[src/rtl/pio_edge_master_pkg.sv]
// Shared types and constants for the edge-capture PIO interrupt servicing master.
package pio_edge_master_pkg;

  typedef enum logic [2:0] {
    IDLE,
    WR_MASK,
    RD_CAP,
    WAIT_CAP,
    WR_CLR,
    RD_DATA,
    WAIT_DATA,
    PUSH
  } stateT;

  localparam logic [1:0] ADDR_DATA = 2'd0;
  localparam logic [1:0] ADDR_MASK = 2'd2;
  localparam logic [1:0] ADDR_EDGE = 2'd3;

  localparam int         AVM_DW   = 32;
  localparam logic [7:0] SPUR_MAX = 8'hFF;

  function automatic logic [7:0] satInc(input logic [7:0] value);
    return (value == SPUR_MAX) ? value : value + 8'd1;
  endfunction

endpackage

[src/rtl/pio_edge_master_if.sv]
// Avalon-MM master command bus plus the valid/ready event stream of the PIO servicing block.
interface pio_edge_master_if #(
  parameter int DATA_W = 10
);

  logic [1:0]        avm_address;
  logic              avm_chipselect;
  logic              avm_write_n;
  logic [31:0]       avm_writedata;
  logic [31:0]       avm_readdata;
  logic              avm_waitrequest;

  logic              evt_valid;
  logic              evt_ready;
  logic [DATA_W-1:0] evt_edges;
  logic [DATA_W-1:0] evt_level;

  modport master (
    output avm_address, avm_chipselect, avm_write_n, avm_writedata,
    input  avm_readdata, avm_waitrequest,
    output evt_valid, evt_edges, evt_level,
    input  evt_ready
  );

  modport slave (
    input  avm_address, avm_chipselect, avm_write_n, avm_writedata,
    output avm_readdata, avm_waitrequest,
    input  evt_valid, evt_edges, evt_level,
    output evt_ready
  );

endinterface

[src/rtl/pio_edge_master.sv]
// Services an edge-capture PIO: keeps its irq mask in sync, reads and clears the
// capture register, samples the data register and emits one event per real interrupt.
module pio_edge_master
  import pio_edge_master_pkg::*;
#(
  parameter int DATA_W       = 10,
  parameter int READ_LATENCY = 1
) (
  input  logic              clk,
  input  logic              reset,
  input  logic              irq,
  input  logic              cfg_enable,
  input  logic [DATA_W-1:0] cfg_mask,
  output logic [7:0]        spurious_cnt,
  pio_edge_master_if.master bus
);

  localparam int                CNT_W    = (READ_LATENCY < 2) ? 1 : $clog2(READ_LATENCY + 1);
  localparam logic [CNT_W-1:0]  LAT_LAST = CNT_W'(READ_LATENCY);

  stateT             state_q, state_d;
  logic [DATA_W-1:0] shadow_q;
  logic [DATA_W-1:0] maskPend_q;
  logic [DATA_W-1:0] edges_q;
  logic [DATA_W-1:0] level_q;
  logic [7:0]        spur_q;
  logic [CNT_W-1:0]  latCnt_q;

  logic              cmdAccept;
  logic              readAccept;
  logic              inWait;
  logic              latDone;
  logic [DATA_W-1:0] rdBits;
  logic              rdZero;

  assign cmdAccept  = (state_q == WR_MASK || state_q == RD_CAP ||
                       state_q == WR_CLR  || state_q == RD_DATA) && !bus.avm_waitrequest;
  assign readAccept = (state_q == RD_CAP || state_q == RD_DATA) && !bus.avm_waitrequest;
  assign inWait     = (state_q == WAIT_CAP || state_q == WAIT_DATA);
  assign latDone    = inWait && (latCnt_q == LAT_LAST);
  assign rdBits     = bus.avm_readdata[DATA_W-1:0];
  assign rdZero     = (rdBits == '0);

  if (DATA_W < AVM_DW) begin : gUnusedRd
    logic unusedRdBits;
    assign unusedRdBits = ^bus.avm_readdata[AVM_DW-1:DATA_W];
  end

  always_ff @(posedge clk or posedge reset) begin
    if (reset) state_q <= IDLE;
    else       state_q <= state_d;
  end

  // A pending mask change always wins over a new service so the slave never fires on a stale mask.
  always_comb begin
    state_d = state_q;
    case (state_q)
      IDLE: begin
        if (cfg_mask != shadow_q)     state_d = WR_MASK;
        else if (cfg_enable && irq)   state_d = RD_CAP;
      end
      WR_MASK:   if (cmdAccept)       state_d = IDLE;
      RD_CAP:    if (cmdAccept)       state_d = WAIT_CAP;
      WAIT_CAP:  if (latDone)         state_d = rdZero ? IDLE : WR_CLR;
      WR_CLR:    if (cmdAccept)       state_d = RD_DATA;
      RD_DATA:   if (cmdAccept)       state_d = WAIT_DATA;
      WAIT_DATA: if (latDone)         state_d = PUSH;
      PUSH:      if (bus.evt_ready)   state_d = IDLE;
      default:                        state_d = IDLE;
    endcase
  end

  // The mask is latched on entry to WR_MASK so writedata cannot move under a stalled write.
  always_ff @(posedge clk or posedge reset) begin
    if (reset) begin
      shadow_q   <= '0;
      maskPend_q <= '0;
      edges_q    <= '0;
      level_q    <= '0;
      spur_q     <= '0;
      latCnt_q   <= '0;
    end else begin
      if (state_q == IDLE && state_d == WR_MASK) maskPend_q <= cfg_mask;
      if (state_q == WR_MASK && cmdAccept)       shadow_q   <= maskPend_q;

      if (readAccept)             latCnt_q <= CNT_W'(1);
      else if (inWait && !latDone) latCnt_q <= latCnt_q + CNT_W'(1);

      if (state_q == WAIT_CAP && latDone) begin
        edges_q <= rdBits;
        if (rdZero) spur_q <= satInc(spur_q);
      end
      if (state_q == WAIT_DATA && latDone) level_q <= rdBits;
    end
  end

  always_comb begin
    bus.avm_chipselect = 1'b0;
    bus.avm_write_n    = 1'b1;
    bus.avm_address    = ADDR_DATA;
    bus.avm_writedata  = '0;
    bus.evt_valid      = 1'b0;
    bus.evt_edges      = '0;
    bus.evt_level      = '0;
    case (state_q)
      WR_MASK: begin
        bus.avm_chipselect = 1'b1;
        bus.avm_write_n    = 1'b0;
        bus.avm_address    = ADDR_MASK;
        bus.avm_writedata  = AVM_DW'(maskPend_q);
      end
      RD_CAP: begin
        bus.avm_chipselect = 1'b1;
        bus.avm_address    = ADDR_EDGE;
      end
      WR_CLR: begin
        bus.avm_chipselect = 1'b1;
        bus.avm_write_n    = 1'b0;
        bus.avm_address    = ADDR_EDGE;
        bus.avm_writedata  = AVM_DW'(edges_q);
      end
      RD_DATA: begin
        bus.avm_chipselect = 1'b1;
        bus.avm_address    = ADDR_DATA;
      end
      PUSH: begin
        bus.evt_valid = 1'b1;
        bus.evt_edges = edges_q;
        bus.evt_level = level_q;
      end
      default: ;
    endcase
  end

  assign spurious_cnt = spur_q;

endmodule

[src/flat_wrapper.sv]
// flat-port wrapper written by rule: the top's interface ports become plain ports
module pio_edge_master_flat import pio_edge_master_pkg::*;
#(
  parameter int DATA_W       = 10,
  parameter int READ_LATENCY = 1
)
  (clk, reset, irq, cfg_enable, cfg_mask, spurious_cnt, bus_avm_address, bus_avm_chipselect, bus_avm_write_n, bus_avm_writedata, bus_avm_readdata, bus_avm_waitrequest, bus_evt_valid, bus_evt_edges, bus_evt_level, bus_evt_ready);
  pio_edge_master_if #(.DATA_W(DATA_W)) bus_i ();
  input  logic clk;
  input  logic reset;
  input  logic irq;
  input  logic cfg_enable;
  input  logic [DATA_W-1:0] cfg_mask;
  output logic [7:0] spurious_cnt;
  output wire logic [$bits(bus_i.avm_address)-1:0] bus_avm_address;
  output wire logic [$bits(bus_i.avm_chipselect)-1:0] bus_avm_chipselect;
  output wire logic [$bits(bus_i.avm_write_n)-1:0] bus_avm_write_n;
  output wire logic [$bits(bus_i.avm_writedata)-1:0] bus_avm_writedata;
  input wire logic [$bits(bus_i.avm_readdata)-1:0] bus_avm_readdata;
  input wire logic [$bits(bus_i.avm_waitrequest)-1:0] bus_avm_waitrequest;
  output wire logic [$bits(bus_i.evt_valid)-1:0] bus_evt_valid;
  output wire logic [$bits(bus_i.evt_edges)-1:0] bus_evt_edges;
  output wire logic [$bits(bus_i.evt_level)-1:0] bus_evt_level;
  input wire logic [$bits(bus_i.evt_ready)-1:0] bus_evt_ready;
  assign bus_avm_address = bus_i.avm_address;
  assign bus_avm_chipselect = bus_i.avm_chipselect;
  assign bus_avm_write_n = bus_i.avm_write_n;
  assign bus_avm_writedata = bus_i.avm_writedata;
  assign bus_i.avm_readdata = bus_avm_readdata;
  assign bus_i.avm_waitrequest = bus_avm_waitrequest;
  assign bus_evt_valid = bus_i.evt_valid;
  assign bus_evt_edges = bus_i.evt_edges;
  assign bus_evt_level = bus_i.evt_level;
  assign bus_i.evt_ready = bus_evt_ready;
  pio_edge_master #(.DATA_W(DATA_W), .READ_LATENCY(READ_LATENCY)) u_core (.clk(clk), .reset(reset), .irq(irq), .cfg_enable(cfg_enable), .cfg_mask(cfg_mask), .spurious_cnt(spurious_cnt), .bus(bus_i));
endmodule
[config.mk]
export PLATFORM = sky130hd
export DESIGN_NAME = pio_edge_master_flat
export DESIGN_NICKNAME = d
export VERILOG_FILES = /design/src/rtl/pio_edge_master_pkg.sv /design/src/rtl/pio_edge_master_if.sv /design/src/rtl/pio_edge_master.sv /design/src/flat_wrapper.sv
export SDC_FILE = /design/constraint.sdc
export NUM_CORES = 1
export LEC_CHECK = 0
export BUFFER_PORTS_ARGS = -buffer_cell sky130_fd_sc_hd__buf_4
export CORE_MARGIN = 2
export CORE_UTILIZATION = 49
export CTS_CLUSTER_DIAMETER = 150
export CTS_CLUSTER_SIZE = 14
export DETAILED_ROUTE_END_ITERATION = 8
export MAX_ROUTING_LAYER = met4
export PLACE_DENSITY = 0.82
export SKIP_LAST_GASP = 1
export SLEW_MARGIN = 20
export SYNTH_ARGS = -nofsm -noshare
export SYNTH_HDL_FRONTEND = slang
export SYNTH_SLANG_ARGS = --single-unit
[constraint.sdc]
create_clock -name clk -period 2.3 [get_ports clk]
set_input_delay 0 -clock clk [delete_from_list [all_inputs] [get_ports clk]]
set_output_delay 0 -clock clk [all_outputs]
set_load 0.005 [all_outputs]
==> results.py <==
metrics = {
    "synth": {
        "yosysTopAreaCell": "dfrtp_1",
        "top_area_cells_in_the_synthesized_netlist": "dfrtp_1, mux2_2, buf_4, and2_1, xor2_1",
        "post_synth.cell_area_avg_um2": 11.3,
        "synth_top_area_share": 0.464,
        "yosysWarningCount": 0,
        "syn_area_um2": 2810,
        "dominantRegCellSynth": "dfrtp_1",
        "synth_sequential_area_ratio": 0.464,
        "synth_cell_type_count": 39,
        "syn_inst": 249,
        "yosysMostFrequentCell": "dfrtp_1",
        "synth_common_cells": "dfrtp_1, mux2_2, buf_4, and2_1, nor2_1",
        "synth.ff_latch_count": 52,
        "synthArstFlopShare": 1.00,
        "synth_enable_flop_cells": 0,
    },
    "sta": {
        "fin_ws_ns": 0.306,
        "timing.final.crit_share": 0.867,
        "final-setup-viol-count": 0,
        "timing.setup.tns_ns": 0,
        "report.final.hold_viol_count": 0,
        "f_max_mhz": 502,
        "timing.max_slew.rel_slack": 0.567,
        "worst_clock_skew_ns": 0.00512,
        "grt_setup_unrepaired": "false",
        "layout_min_cycle_time_ns": 1.99,
        "final_max_slew_viol_count": 0,
        "worst-slew-pin-transition_ns": 0.650,
        "worst_hold_slack_ns": 0.0256,
    },
    "clocking": {
        "cts_num_sinks": 52,
        "tritoncts": "yes",
        "clk_latency_ns": 0.30,
        "clock_path_buffers": 2,
        "cts_resized": 0,
        "cts_setup_buffers": 0,
        "tritoncts.num_buffers": 5,
        "clk_transition_reported_paths_ns": 0.09,
        "cts-htree-levels": 2,
        "cts.root.buffer_cell": "clkbuf_8",
        "cts_hold_buf": 21,
    },
    "global_route": {
        "grt_start_max_net_pins": 32,
        "via_count_of_the_first_global_routing_pass": 2078,
        "track_usage": 0.210,
        "grt_remaining_overflow": 0,
        "number_of_antenna_violations_at_the_first_check_in_global_routing": 0,
        "grt_first_pass_wirelength_mm": 9.95,
    },
    "routing": {
        "postRouteWirelength_mm": 6.15,
        "drt_iter0_markers": 125,
        "number_of_detailed_routing_iterations_run_before_antenna_repair": 4,
        "routed_wire_length_per_instance_um": 14.8,
        "via_count": 2149,
        "route.antenna.remaining_nets": 0,
        "via_per_inst": 5.17,
        "post-route-drc-count": 0,
    },
    "place": {
        "dp_worst_setup_slack_ns": 0.328,
        "gp_congestion": 0.754,
        "detailed_place_hpwl_mm": 4.48,
        "numPortBuffers": 68,
    },
    "worst_hold_path": {
        "hold_path_depth": 3,
        "min_path_type": "in2reg",
    },
    "power_and_ir_drop": {
        "power_density_nw_per_um2": 1090,
        "vdd_ir_drop_max_mv": 0.513,
        "design_power_total_mw": 3.96,
        "reported_leakage_power_nw": 1.71,
    },
    "critical_path": {
        "timing_worst_setup_path_type": "in2reg",
        "worst_setup_path_start_kind": "input port",
        "max_fanout_on_critical_path": 8,
        "crit_required_ns": 2.50,
        "worst-r2r-cell-count": 4,
        "sort_of_element_at_the_end_of_the_critical_path": "flip-flop",
        "cp_data_arrival_time_ns": 2.19,
    },
    "final_layout": {
        "area.growth.synth_to_final_pct": 30.0,
        "fill_cells": 421,
        "design.final.nets": 392,
        "total_inserted_antenna_cells": 0,
        "finalCoreUtilization": 0.662,
        "fraction_of_final_layout_cells_sized_beyond_drive_strength_1": 0.384,
    },
    "floorplan": {
        "floorplan.io_pins": 113,
        "die_outline_area_um2": 6350,
        "die_width_um": 79.7,
        "floorplan.core_area_um2": 5510,
        "die_h_um": 79.7,
        "placement_rows": 27,
        "initial_util": 0.509,
    },
    "run": {
        "max_cap_viol_count": 0,
    },
    "status": {
        "run_status": "completed",
    },
}
[cell type report]
| class | instances | area (um2) | share of cell area |
|---|---|---|---|
| inverter | 2 | 7.51 | 0.00206 |
| timing repair buffer | 99 | 796 | 0.218 |
| tap | 72 | 90.1 | 0.0247 |
| clock buffer | 8 | 90.1 | 0.0247 |
| sequential | 52 | 1300 | 0.357 |
| multi-input combinational | 183 | 1360 | 0.373 |
[metal layers]
layer  up-vias  wire [um]  GRT usage
li1       1013          -          -
met1      1060       2680      0.270
met2        70       3050      0.335
met3         6        357     0.0452
met4         0         61     0.0621
met5         -          0          -
[power breakdown]
part / total [mW] / switching [mW] / internal, mW
Combinational: 1.83 / 0.791 / 1.04
Clock: 0.533 / 0.287 / 0.246
Sequential: 1.60 / 0.286 / 1.31
Total: 3.96 / 1.36 / 2.60
[worst max-delay path, cell delays in order]
cell,delay (ns)
dlygate4sd3_1,0.54
buf_4,0.14
nor4_1,0.41
nand4b_1,0.42
nor3_1,0.32
mux2_2,0.35
[path summary, 6_finish.rpt]
check	startpoint	endpoint	slack, ns
min in group asynchronous	reset	u_core.spurious_cnt[7]	0.33
worst min-delay path	bus_evt_ready	u_core.state_q[2]	0.03
worst max register to register	u_core.state_q[2]	u_core.maskPend_q[0]	0.32
max in group asynchronous	reset	u_core.maskPend_q[3]	1.34
worst max-delay path	bus_avm_readdata[6]	u_core.spurious_cnt[6]	0.31
worst min register to register	u_core.level_q[1]	u_core.level_q[1]	0.50
[through the flow]
stage / cells / area, um2
after floorplan: 270 / 2880
after global placement: 387 / 3350
after detailed placement: 387 / 3350
after CTS: 416 / 3650
after global routing: 416 / 3650
final: 416 / 3650
[cell families after synthesis]
kind of cell / after synthesis / synth area share
xor+xnor: 16 / 0.0500
flops: 52 / 0.464
fa+ha+maj: 1 / 0.00446
other cells: 1 / 0.00134
compound gates: 26 / 0.0700
buf+inv: 35 / 0.0789
simple gates: 73 / 0.152
mux: 45 / 0.180
[state kept, by name, summed over array words and instances (netlist names)]
signal	flops
u_core.state_q	3
u_core.latCnt_q	1
u_core.level_q	10
u_core.edges_q	10
u_core.shadow_q	10
u_core.spurious_cnt	8
u_core.maskPend_q	10
[cells in the final DEF, fill, tap and decap left out, types with 2 or more instances in the layout]
cell,count
a22oi_1,11
nor2b_1,3
nor4_1,4
buf_4,78
nor3_1,4
a21boi_0,2
o21ai_0,5
xor2_1,14
dfrtp_1,52
clkbuf_8,6
and2_1,21
mux2i_1,2
dlygate4sd3_1,21
xnor2_1,2
conb_1,22
nand3_1,6
nand2b_1,4
nor2_1,16
nand2_1,5
mux2_2,43
nand4b_1,2
clkbuf_1,2
Note: power is estimated with default switching activity, not from simulation.
